<file path="config.mk">
export PLATFORM = sky130hd
export DESIGN_NAME = alarm_timekeeper_flat
export DESIGN_NICKNAME = d
export VERILOG_FILES = /design/src/rtl/alarm_pkg.sv /design/src/rtl/alarm_timekeeper_if.sv /design/src/rtl/bcd_counter.sv /design/src/rtl/alarm_timekeeper.sv /design/src/flat_wrapper.sv
export SDC_FILE = /design/constraint.sdc
export NUM_CORES = 1
export LEC_CHECK = 0
export CORE_AREA = 2 2 130 182
export DETAILED_ROUTE_END_ITERATION = 8
export DIE_AREA = 0 0 132 184
export DONT_BUFFER_PORTS = 1
export PLACE_DENSITY = 0.48
export SLEW_MARGIN = 20
export SYNTH_ARGS = -nofsm -noshare
export SYNTH_HDL_FRONTEND = slang
export SYNTH_SLANG_ARGS = --single-unit
</file>
<file path="constraint.sdc">
create_clock -name clk -period 6 [get_ports clk]
set_input_delay 1.5 -clock clk [delete_from_list [all_inputs] [get_ports clk]]
set_output_delay 1.5 -clock clk [all_outputs]
set_load 0.01 [all_outputs]
</file>
<file path="src/rtl/alarm_pkg.sv">
// Shared types, BCD limits and helpers for the alarm clock time/alarm core.
package alarm_pkg;

    typedef enum logic [2:0] {
        RUN     = 3'd0,
        SET_HR  = 3'd1,
        SET_MIN = 3'd2,
        ALM_HR  = 3'd3,
        ALM_MIN = 3'd4
    } mode_e;

    // Upper limits of the minute/second and hour fields, already in BCD.
    localparam logic [7:0] BCD_MAX_MS = 8'h59;
    localparam logic [7:0] BCD_MAX_HR = 8'h23;

    // Buzzer half-period in clock cycles; never below one cycle.
    function automatic int tone_half(input int clk_hz, input int tone_hz);
        int h;
        h = clk_hz / (2 * tone_hz);
        return (h < 1) ? 1 : h;
    endfunction

    // Two-digit BCD increment that wraps to 00 after max_bcd.
    function automatic logic [7:0] bcd_inc(input logic [7:0] v, input logic [7:0] max_bcd);
        if (v == max_bcd)
            return 8'h00;
        if (v[3:0] == 4'd9)
            return {v[7:4] + 4'd1, 4'd0};
        return {v[7:4], v[3:0] + 4'd1};
    endfunction

endpackage

</file>
<file path="src/rtl/alarm_timekeeper_if.sv">
// Control inputs and display/buzzer outputs of the time-of-day core.
// The inputs are plain pulses/levels sampled on clk: btn_mode and btn_inc
// count as one event for each cycle they are high, with no ready/ack back;
// all outputs change only on clk edges (or asynchronously on rst).
interface alarm_timekeeper_if;
    logic                btn_mode;
    logic                btn_inc;
    logic                alarm_en;
    logic [7:0]          hh_bcd;
    logic [7:0]          mm_bcd;
    logic [7:0]          ss_bcd;
    alarm_pkg::mode_e    mode;
    logic                tick_1hz;
    logic                alarm_active;
    logic                buzz;

    modport master (
        output btn_mode, btn_inc, alarm_en,
        input  hh_bcd, mm_bcd, ss_bcd, mode, tick_1hz, alarm_active, buzz
    );

    modport slave (
        input  btn_mode, btn_inc, alarm_en,
        output hh_bcd, mm_bcd, ss_bcd, mode, tick_1hz, alarm_active, buzz
    );
endinterface

</file>
<file path="src/rtl/bcd_counter.sv">
// Two-digit BCD counter with wrap at MAX_BCD; carry flags the wrapping increment.
module bcd_counter
    import alarm_pkg::*;
#(
    parameter logic [7:0] MAX_BCD = BCD_MAX_MS
) (
    input  logic       clk,
    input  logic       rst,
    input  logic       inc,
    input  logic       clear,
    output logic [7:0] value,
    output logic       carry
);

    assign carry = inc && (value == MAX_BCD);

    // Clear wins over increment.
    always_ff @(posedge clk or posedge rst) begin
        if (rst)
            value <= 8'h00;
        else if (clear)
            value <= 8'h00;
        else if (inc)
            value <= bcd_inc(value, MAX_BCD);
    end

endmodule

</file>
<file path="src/rtl/alarm_timekeeper.sv">
// Time-of-day and alarm core: 1 Hz prescaler, BCD HH:MM:SS, HH:MM alarm and buzzer tone.
module alarm_timekeeper
    import alarm_pkg::*;
#(
    parameter int CLK_HZ    = 50000000,
    parameter int TONE_HZ   = 2000,
    parameter int ALARM_SEC = 60
) (
    input  logic                clk,
    input  logic                rst,
    alarm_timekeeper_if.slave   bus
);

    localparam int HALF = tone_half(CLK_HZ, TONE_HZ);
    localparam int PW   = $clog2(CLK_HZ);
    localparam int TW   = $clog2(HALF + 1);
    localparam int RW   = $clog2(ALARM_SEC + 1);

    logic [PW-1:0] presc;
    logic          tick_q;
    mode_e         mode_q, mode_d;
    logic          ring_q;
    logic [RW-1:0] ring_cnt;
    logic [TW-1:0] tone_cnt;
    logic          buzz_q;

    logic [7:0] t_ss, t_mm, t_hh, a_mm, a_hh;
    logic       sec_carry, min_carry;
    logic       unused_hr_carry, unused_amm_carry, unused_ahh_carry;

    // A button pulse during ringing only silences; it never edits or steps the mode.
    logic mode_ev, inc_ev, counting, alm_view, trigger, ring_clr;
    logic [7:0] next_mm, next_hh;

    assign mode_ev  = bus.btn_mode && !ring_q;
    assign inc_ev   = bus.btn_inc && !bus.btn_mode && !ring_q;
    assign counting = (mode_q == RUN) || (mode_q == ALM_HR) || (mode_q == ALM_MIN);
    assign alm_view = (mode_q == ALM_HR) || (mode_q == ALM_MIN);

    // Prescaler and registered tick: tick_q is high while presc sits at CLK_HZ-1.
    always_ff @(posedge clk or posedge rst) begin
        if (rst) begin
            presc  <= '0;
            tick_q <= 1'b0;
        end else begin
            presc  <= (presc == PW'(CLK_HZ - 1)) ? '0 : presc + 1'b1;
            tick_q <= (presc == PW'(CLK_HZ - 2));
        end
    end

    // Mode state register.
    always_ff @(posedge clk or posedge rst) begin
        if (rst)
            mode_q <= RUN;
        else
            mode_q <= mode_d;
    end

    // Mode next-state: one step around the ring per accepted btn_mode pulse.
    always_comb begin
        mode_d = mode_q;
        if (mode_ev) begin
            case (mode_q)
                RUN:     mode_d = SET_HR;
                SET_HR:  mode_d = SET_MIN;
                SET_MIN: mode_d = ALM_HR;
                ALM_HR:  mode_d = ALM_MIN;
                ALM_MIN: mode_d = RUN;
                default: mode_d = RUN;
            endcase
        end
    end

    bcd_counter #(.MAX_BCD(BCD_MAX_MS)) u_sec (
        .clk(clk), .rst(rst),
        .inc(tick_q && counting),
        .clear(mode_ev && (mode_q == SET_MIN)),
        .value(t_ss), .carry(sec_carry)
    );

    bcd_counter #(.MAX_BCD(BCD_MAX_MS)) u_min (
        .clk(clk), .rst(rst),
        .inc(sec_carry || (inc_ev && (mode_q == SET_MIN))),
        .clear(1'b0),
        .value(t_mm), .carry(min_carry)
    );

    // Hour carry-in only from running time; a minute edit wrap must not bump hours.
    bcd_counter #(.MAX_BCD(BCD_MAX_HR)) u_hr (
        .clk(clk), .rst(rst),
        .inc((min_carry && counting) || (inc_ev && (mode_q == SET_HR))),
        .clear(1'b0),
        .value(t_hh), .carry(unused_hr_carry)
    );

    bcd_counter #(.MAX_BCD(BCD_MAX_MS)) u_alm_min (
        .clk(clk), .rst(rst),
        .inc(inc_ev && (mode_q == ALM_MIN)),
        .clear(1'b0),
        .value(a_mm), .carry(unused_amm_carry)
    );

    bcd_counter #(.MAX_BCD(BCD_MAX_HR)) u_alm_hr (
        .clk(clk), .rst(rst),
        .inc(inc_ev && (mode_q == ALM_HR)),
        .clear(1'b0),
        .value(a_hh), .carry(unused_ahh_carry)
    );

    // Look ahead at the HH:MM the seconds wrap is about to produce, so the
    // alarm rises in the very cycle the new time becomes visible.
    assign next_mm  = bcd_inc(t_mm, BCD_MAX_MS);
    assign next_hh  = (t_mm == BCD_MAX_MS) ? bcd_inc(t_hh, BCD_MAX_HR) : t_hh;
    assign trigger  = sec_carry && bus.alarm_en && !ring_q &&
                      (next_mm == a_mm) && (next_hh == a_hh);
    assign ring_clr = ring_q && (bus.btn_mode || bus.btn_inc || !bus.alarm_en ||
                      (tick_q && (ring_cnt == RW'(ALARM_SEC - 1))));

    // Ringing state and count of seconds rung so far.
    always_ff @(posedge clk or posedge rst) begin
        if (rst) begin
            ring_q   <= 1'b0;
            ring_cnt <= '0;
        end else if (ring_clr) begin
            ring_q   <= 1'b0;
            ring_cnt <= '0;
        end else if (trigger) begin
            ring_q   <= 1'b1;
            ring_cnt <= '0;
        end else if (ring_q && tick_q) begin
            ring_cnt <= ring_cnt + 1'b1;
        end
    end

    // Square tone while ringing; held at zero otherwise and on the clearing edge.
    always_ff @(posedge clk or posedge rst) begin
        if (rst) begin
            tone_cnt <= '0;
            buzz_q   <= 1'b0;
        end else if (!ring_q || ring_clr) begin
            tone_cnt <= '0;
            buzz_q   <= 1'b0;
        end else if (tone_cnt == TW'(HALF - 1)) begin
            tone_cnt <= '0;
            buzz_q   <= ~buzz_q;
        end else begin
            tone_cnt <= tone_cnt + 1'b1;
        end
    end

    assign bus.hh_bcd       = alm_view ? a_hh : t_hh;
    assign bus.mm_bcd       = alm_view ? a_mm : t_mm;
    assign bus.ss_bcd       = alm_view ? 8'h00 : t_ss;
    assign bus.mode         = mode_q;
    assign bus.tick_1hz     = tick_q;
    assign bus.alarm_active = ring_q;
    assign bus.buzz         = buzz_q;

endmodule

</file>
<file path="src/flat_wrapper.sv">
// flat-port wrapper written by rule: the top's interface ports become plain ports
module alarm_timekeeper_flat import alarm_pkg::*;
#(
    parameter int CLK_HZ    = 50000000,
    parameter int TONE_HZ   = 2000,
    parameter int ALARM_SEC = 60
)
  (clk, rst, bus_btn_mode, bus_btn_inc, bus_alarm_en, bus_hh_bcd, bus_mm_bcd, bus_ss_bcd, bus_mode, bus_tick_1hz, bus_alarm_active, bus_buzz);
  alarm_timekeeper_if bus_i ();
  input  logic clk;
  input  logic rst;
  input wire logic [$bits(bus_i.btn_mode)-1:0] bus_btn_mode;
  input wire logic [$bits(bus_i.btn_inc)-1:0] bus_btn_inc;
  input wire logic [$bits(bus_i.alarm_en)-1:0] bus_alarm_en;
  output wire logic [$bits(bus_i.hh_bcd)-1:0] bus_hh_bcd;
  output wire logic [$bits(bus_i.mm_bcd)-1:0] bus_mm_bcd;
  output wire logic [$bits(bus_i.ss_bcd)-1:0] bus_ss_bcd;
  output wire logic [$bits(bus_i.mode)-1:0] bus_mode;
  output wire logic [$bits(bus_i.tick_1hz)-1:0] bus_tick_1hz;
  output wire logic [$bits(bus_i.alarm_active)-1:0] bus_alarm_active;
  output wire logic [$bits(bus_i.buzz)-1:0] bus_buzz;
  assign bus_i.btn_mode = bus_btn_mode;
  assign bus_i.btn_inc = bus_btn_inc;
  assign bus_i.alarm_en = bus_alarm_en;
  assign bus_hh_bcd = bus_i.hh_bcd;
  assign bus_mm_bcd = bus_i.mm_bcd;
  assign bus_ss_bcd = bus_i.ss_bcd;
  assign bus_mode = bus_i.mode;
  assign bus_tick_1hz = bus_i.tick_1hz;
  assign bus_alarm_active = bus_i.alarm_active;
  assign bus_buzz = bus_i.buzz;
  alarm_timekeeper #(.CLK_HZ(CLK_HZ), .TONE_HZ(TONE_HZ), .ALARM_SEC(ALARM_SEC)) u_core (.clk(clk), .rst(rst), .bus(bus_i));
endmodule
</file>
# Yosys cells after proc, flatten, opt, wreduce, memory -nomap -nowiden
# Index checks and enable logic that the tools add are counted.
word_totals:
  regBits: 92
  inputBits: 5
  out_inout_bits: 30
  wordCells: 167
op_classes:
  n_addsub: 13
  eq_ne: 20
  muxes: 70
  bitwise_logic: 1
  n_reduce_logical: 46
ops:
  columns: ["op", "n"]
  rows:
  - ["2-to-1 mux 8 bit", 30]
  - ["== test 26 bit (second input constant)", 2]
  - ["adder 4 x 1 -> 4 bit (second input constant)", 10]
  - ["2-to-1 mux 1 bit", 33]
  - ["2-to-1 mux 14 bit", 2]
  - ["adder 26 x 1 -> 26 bit (second input constant)", 1]
  - ["2-to-1 mux 26 bit", 1]
  - ["== test 8 x 7 -> 1 bit (second input constant)", 3]
  - ["== test 4 bit (second input constant)", 5]
  - ["logical AND 1 bit", 19]
  - ["2-to-1 mux 6 bit", 3]
  - ["== test 8 x 6 -> 1 bit (second input constant)", 2]
  - ["== test 8 bit", 2]
  - ["adder 14 x 1 -> 14 bit (second input constant)", 1]
  - ["== test 14 bit (second input constant)", 1]
  - ["nonzero test 2 bit", 7]
  - ["one-hot mux 3 bit (4 select lines)", 1]
  - ["AND reduction 2 bit", 5]
  - ["logical OR 1 bit", 9]
  - ["adder 6 x 1 -> 6 bit (second input constant)", 1]
  - ["== test 3 x 2 -> 1 bit (second input constant)", 2]
  - ["== test 6 bit (second input constant)", 1]
  - ["nonzero test 3 bit", 2]
  - ["== test 3 x 1 -> 1 bit (second input constant)", 1]
  - ["other kinds (4)", 6]

# Logic depth before layout (Yosys ltp)
depth:
  ltp_word: 14
  ltp_mapped: 14

# Modules after synthesis
# A second synthesis with hierarchy kept.
hier_totals:
  cells_unflattened: 671
  hier_area_um2: 6065.8
modules_own_cells:
  columns: ["mod", "n_inst", "cells_per_inst", "area_per_inst_um2", "seq_area_each_um2"]
  rows:
  - ["alarm_timekeeper", 1, 414, 3580.9, 1301.2]
  - ["bcd_counter (u_core.u_alm_min ...)", 3, 51, 493.0, 200.2]
  - ["bcd_counter (u_core.u_alm_hr ...)", 2, 52, 503.0, 200.2]

# Worst setup path before layout
# No wires, ideal clock.
synth_path:
  path_type: "flip-flop to output port"
  from: "register u_core.mode_q[2], in the netlist u_core.bus.mode[2]"
  to: "output port bus_hh_bcd[0]"
  arrival_time_ps: 1803
  required_ps: 4500
  slack_ps: 2697
  path_stages_with_launch: 6
  n_path_buf: 2
  cell_sequence: "dfrtp_1 clkbuf_1 and3b_1 a21oi_1 clkbuf_1 mux2_2"
synth_via:
  elab_chain_cells: 3
synth_rtl:
  columns: ["item", "line", "text"]
  rows:
  - ["from (decl)", "alarm_timekeeper.sv:21", "mode_e mode_q, mode_d;"]
  - ["from (signal assigned)", "alarm_timekeeper.sv:56", "mode_q <= mode_d;"]
  - ["== test 3 x 2 -> 1 bit or == test 3 bit (tied branches)", "alarm_timekeeper.sv:38", "assign alm_view = (mode_q == ALM_HR) || (mode_q == ALM_MIN);"]
  - ["logical OR 1 bit (*)", "alarm_timekeeper.sv:38", null]
  - ["2-to-1 mux 8 bit (*)", "alarm_timekeeper.sv:151", "assign bus.hh_bcd = alm_view ? a_hh : t_hh;"]
  - ["to (decl)", "flat_wrapper.sv:15", "output wire logic [$bits(bus_i.hh_bcd)-1:0] bus_hh_bcd;"]
# Mark *: on every way between the ends. The rest lies on a longest branch, timed or not.

# Worst setup path after layout
layout_path:
  from: "register u_core.mode_q[2], in the netlist u_core.bus.mode[2]"
  to: "output port bus_hh_bcd[7]"
# Same word-level chain as after synthesis.

==> impl_metrics.prom <==
# TYPE chip_impl_metric gauge
chip_impl_info{name="outcome",value="completed"} 1
chip_impl_metric{name="syn_nets",unit=""} 648
chip_impl_metric{name="syn_area_per_cell",unit="um^2"} 9.02
chip_impl_metric{name="final_slew_viol_count",unit=""} 0
chip_impl_metric{name="global_route.usage.total",unit="%"} 11.4
chip_impl_metric{name="route.detailed.drc",unit=""} 0
chip_impl_info{name="crit_path_end_kind",value="output pin"} 1
chip_impl_metric{name="dp_hpwl",unit="um"} 9490
chip_impl_metric{name="placed_cells_incl_taps",unit=""} 901
chip_impl_metric{name="yosysTopAreaCellShare",unit="%"} 41.3
chip_impl_metric{name="n_antenna_cell",unit=""} 0
chip_impl_metric{name="setup_viol",unit=""} 0
chip_impl_metric{name="cts_max_path_buffers",unit=""} 2
chip_impl_metric{name="layoutNonFillerInstCount",unit=""} 917
chip_impl_metric{name="drt_pre_antenna_iters",unit=""} 7
chip_impl_metric{name="gp_congestion",unit=""} 0.770
chip_impl_info{name="cpLargestDelayFamily",value="flip-flops"} 1
chip_impl_metric{name="netlist_cell_types",unit=""} 62
chip_impl_metric{name="vias_in_the_first_global_route",unit=""} 4295
chip_impl_info{name="worstSetupStartpointType",value="register"} 1
chip_impl_metric{name="max_freq",unit="MHz"} 264
chip_impl_metric{name="clkLatencyLatePin",unit="ns"} 0.35
chip_impl_metric{name="vias",unit=""} 4219
chip_impl_metric{name="clock_sink_count",unit=""} 92
chip_impl_info{name="crit_path_top_delay_cell",value="dfrtp_1"} 1
chip_impl_metric{name="h-tree-depth",unit=""} 3
chip_impl_info{name="post-synth-top-count-cell",value="dfrtp_1"} 1
chip_impl_info{name="min_path_type",value="register to register"} 1
chip_impl_metric{name="skew",unit="ns"} 0.0138
chip_impl_metric{name="row_count",unit=""} 65
chip_impl_metric{name="tritoncts.num_buffers",unit=""} 9
chip_impl_metric{name="grt_pass1_wl",unit="um"} 22300
chip_impl_metric{name="ir_drop",unit="V"} 0.000173
chip_impl_metric{name="ff_latch_count_synth",unit=""} 92
chip_impl_metric{name="post_drt_via_cell_ratio",unit=""} 4.60
chip_impl_metric{name="critical_path_fanout_max",unit=""} 22
chip_impl_metric{name="tns",unit="ns"} 0
chip_impl_info{name="worst_path_cell_chain",value="and3b_1 > a21oi_2 > buf_4 > mux2_2"} 1
chip_impl_metric{name="die_x",unit="um"} 132
chip_impl_metric{name="wire_per_inst",unit="um"} 14.3
chip_impl_metric{name="worst-r2r-setup-slack",unit="ns"} 2.85
chip_impl_info{name="setup.worst_path.class",value="register to output pin"} 1
chip_impl_info{name="synth-main-ff-cell",value="dfrtp_1"} 1
chip_impl_metric{name="postSynth.asyncResetShare",unit="%"} 100
chip_impl_metric{name="slowest_delay",unit="ns"} 0.60
chip_impl_metric{name="part_of_the_yosys_area_used_for_sequential_elements",unit="%"} 41.3
chip_impl_metric{name="final_design_area_no_fill",unit="mm^2"} 0.00615
chip_impl_info{name="clockRootBuffer",value="clkbuf_16"} 1
chip_impl_metric{name="max_cap_violations",unit=""} 0
chip_impl_metric{name="die_height",unit="um"} 184
chip_impl_metric{name="share_of_layout_cells_above_drive_strength_1",unit="%"} 8.12
chip_impl_metric{name="cts.hold.buffers_added",unit=""} 0
chip_impl_info{name="synth_common_cells",value="dfrtp_1, nor2_1, nand2_1"} 1
chip_impl_metric{name="worst_ep_arrival_time",unit="ns"} 2.29
chip_impl_metric{name="globalRouteOverflowTotal",unit=""} 0
chip_impl_metric{name="netlist_instances",unit=""} 618
chip_impl_metric{name="count_of_flip_flops_with_a_built_in_enable_after_synthesis",unit=""} 0
chip_impl_metric{name="place_area",unit="mm^2"} 0.00587
chip_impl_metric{name="synth.cell_area",unit="mm^2"} 0.00557
chip_impl_metric{name="detailedRoute.firstIterationViolations",unit=""} 289
chip_impl_metric{name="timing.slew.headroom",unit="%"} 46.2
chip_impl_metric{name="die-area",unit="mm^2"} 0.0243
chip_impl_metric{name="core-area",unit="mm^2"} 0.0225
chip_impl_metric{name="worst_max_slew_pin_slew",unit="ns"} 0.806
chip_impl_metric{name="antenna_found_initial",unit=""} 0
chip_impl_metric{name="clk_pin_slew",unit="ns"} 0.07
chip_impl_metric{name="cellPowerDensity",unit="mW/mm^2"} 321
chip_impl_metric{name="finalHoldViolations",unit=""} 0
chip_impl_metric{name="area.growth.synth_to_final",unit="%"} 10.4
chip_impl_metric{name="worstPathRequired",unit="ns"} 4.50
chip_impl_metric{name="path_buf_inv",unit=""} 1
chip_impl_metric{name="place.port_buffers",unit=""} 0
chip_impl_metric{name="fillers",unit=""} 2433
chip_impl_metric{name="initial_core_util",unit="%"} 24.7
chip_impl_metric{name="io-pin-count",unit=""} 35
chip_impl_info{name="post-synth-top-area-cell",value="dfrtp_1"} 1
chip_impl_metric{name="postCtsSetupRepairBufs",unit=""} 0
chip_impl_info{name="synth_top_cells_by_area",value="dfrtp_1, ha_1, nor2_1"} 1
chip_impl_metric{name="yosys_warnings",unit=""} 0
chip_impl_metric{name="final_net_count",unit=""} 641
chip_impl_metric{name="finalWirelength",unit="um"} 13100
chip_impl_metric{name="post_layout_min_period",unit="ns"} 3.79
chip_impl_metric{name="cts-resized-gates",unit=""} 0
chip_impl_metric{name="grt_start_max_net_pins",unit=""} 48
chip_impl_metric{name="static-leakage-power",unit="uW"} 0.00258
chip_impl_metric{name="layout_worst_path_cycle_share",unit="%"} 63.2
chip_impl_info{name="grt_setup_unrepaired",value="no"} 1
chip_impl_metric{name="fin_worst_hold_slack",unit="ns"} 0.484
chip_impl_metric{name="postRouteAntennaNets",unit=""} 0
chip_impl_info{name="cts_tree",value="built"} 1
==> final cells by class <==
class,instances,area (um^2),share of cell area [%]
Timing Repair Buffer,3,22.5,0.366
Multi-Input combinational cell,481,3070,49.9
Clock inverter,4,30.0,0.488
Inverter,24,92.6,1.50
Tap cell,301,377,6.12
Clock buffer,12,256,4.17
Sequential cell,92,2300,37.4
==> placed cells by master, fill, tap and decap left out, drive strengths merged, types with 2 or more instances in the layout <==
cell type	Yosys	final
nor4	5	5
a211oi	2	2
xnor2	30	30
nand3b	4	4
and3b	4	4
xor2	27	27
o21ai	44	44
nand2b	5	5
nand4	17	17
nor2	73	73
mux2i	3	3
inv	24	26
buf	8	3
a21o	3	3
o211ai	2	2
and2	14	14
nand3	28	28
o2bb2ai	2	2
o32ai	2	2
nand4b	3	3
nand2	68	68
and3	9	9
and4	2	2
or2	4	4
o311ai	2	2
nor3b	4	4
a31oi	6	6
ha	25	25
or4	4	4
a21bo	2	2
o31ai	7	7
a21oi	21	21
mux2	17	17
nor3	18	18
dfrtp	92	92
or3	6	6
clkbuf	13	12
nor2b	5	5
==> sequential cells by signal, summed over array words and instances (netlist names) <==
name	cells
u_core.presc	26
u_core.tone_cnt	14
u_core.u_alm_hr.value	8
u_core.u_alm_min.value	8
u_core.u_hr.value	8
u_core.u_min.value	8
u_core.u_sec.value	8
u_core.ring_cnt	6
u_core.bus.mode	3
u_core.bus.alarm_active	1
u_core.bus.buzz	1
u_core.bus.tick_1hz	1
==> metal layers <==
metal | up-vias | global-route usage, % | share of wire [%] | routed length [um]
met5 | - | 0 | 0 | 0
met4 | 0 | 3.52 | 1.2 | 160
met3 | 7 | 2.21 | 2.4 | 316
met2 | 44 | 20.9 | 51 | 6680
met1 | 2023 | 13.4 | 45 | 5940
li1 | 2145 | - | - | -
==> path summary, 6_finish.rpt <==
kind / cells past startpoint / to / startpoint
worst max-delay path: 4 / bus_hh_bcd[7] / u_core.bus.mode[2]
worst min-delay path: 1 / u_core.presc[6] / u_core.presc[6]
worst max register to register: 8 / u_core.ring_cnt[1] / u_core.u_hr.value[0]
worst min register to register: 1 / u_core.presc[6] / u_core.presc[6]
max in group asynchronous: 2 / u_core.u_min.value[7] / rst
min in group asynchronous: 1 / u_core.tone_cnt[8] / rst
==> cells by family after synthesis <==
kind of cell               Yosys count  share of synthesized area, %
AOI/OAI and AO/OA                  104                          11.7
DFF                                 92                          41.3
muxes                               20                          3.97
and+or+nand+nor                    275                          24.7
adders and majority gates           25                          5.61
xor gates and xnor gates            57                          9.09
buffers and inverters               45                          3.59
==> stage by stage <==
stage / power [uW] / worst slack (ns) / util [%]
CTS: 2010 / 2.16 / 27.3
detailed placement: 1440 / 2.50 / 26.0
finish: 1980 / 2.21 / 27.3
global route: 2130 / 2.07 / 27.3
floorplan: 1290 / 2.11 / -
global placement: 1440 / 2.53 / 26.0
==> report_power, final <==
group	internal (uW)	switching, uW	leakage (uW)	total [uW]
Clock	307	253	0.000140	559
Combinational	246	342	0.00121	588
Sequential	684	148	0.00122	832
Total	1240	743	0.00258	1980
Power figures use the tool's default switching activity.
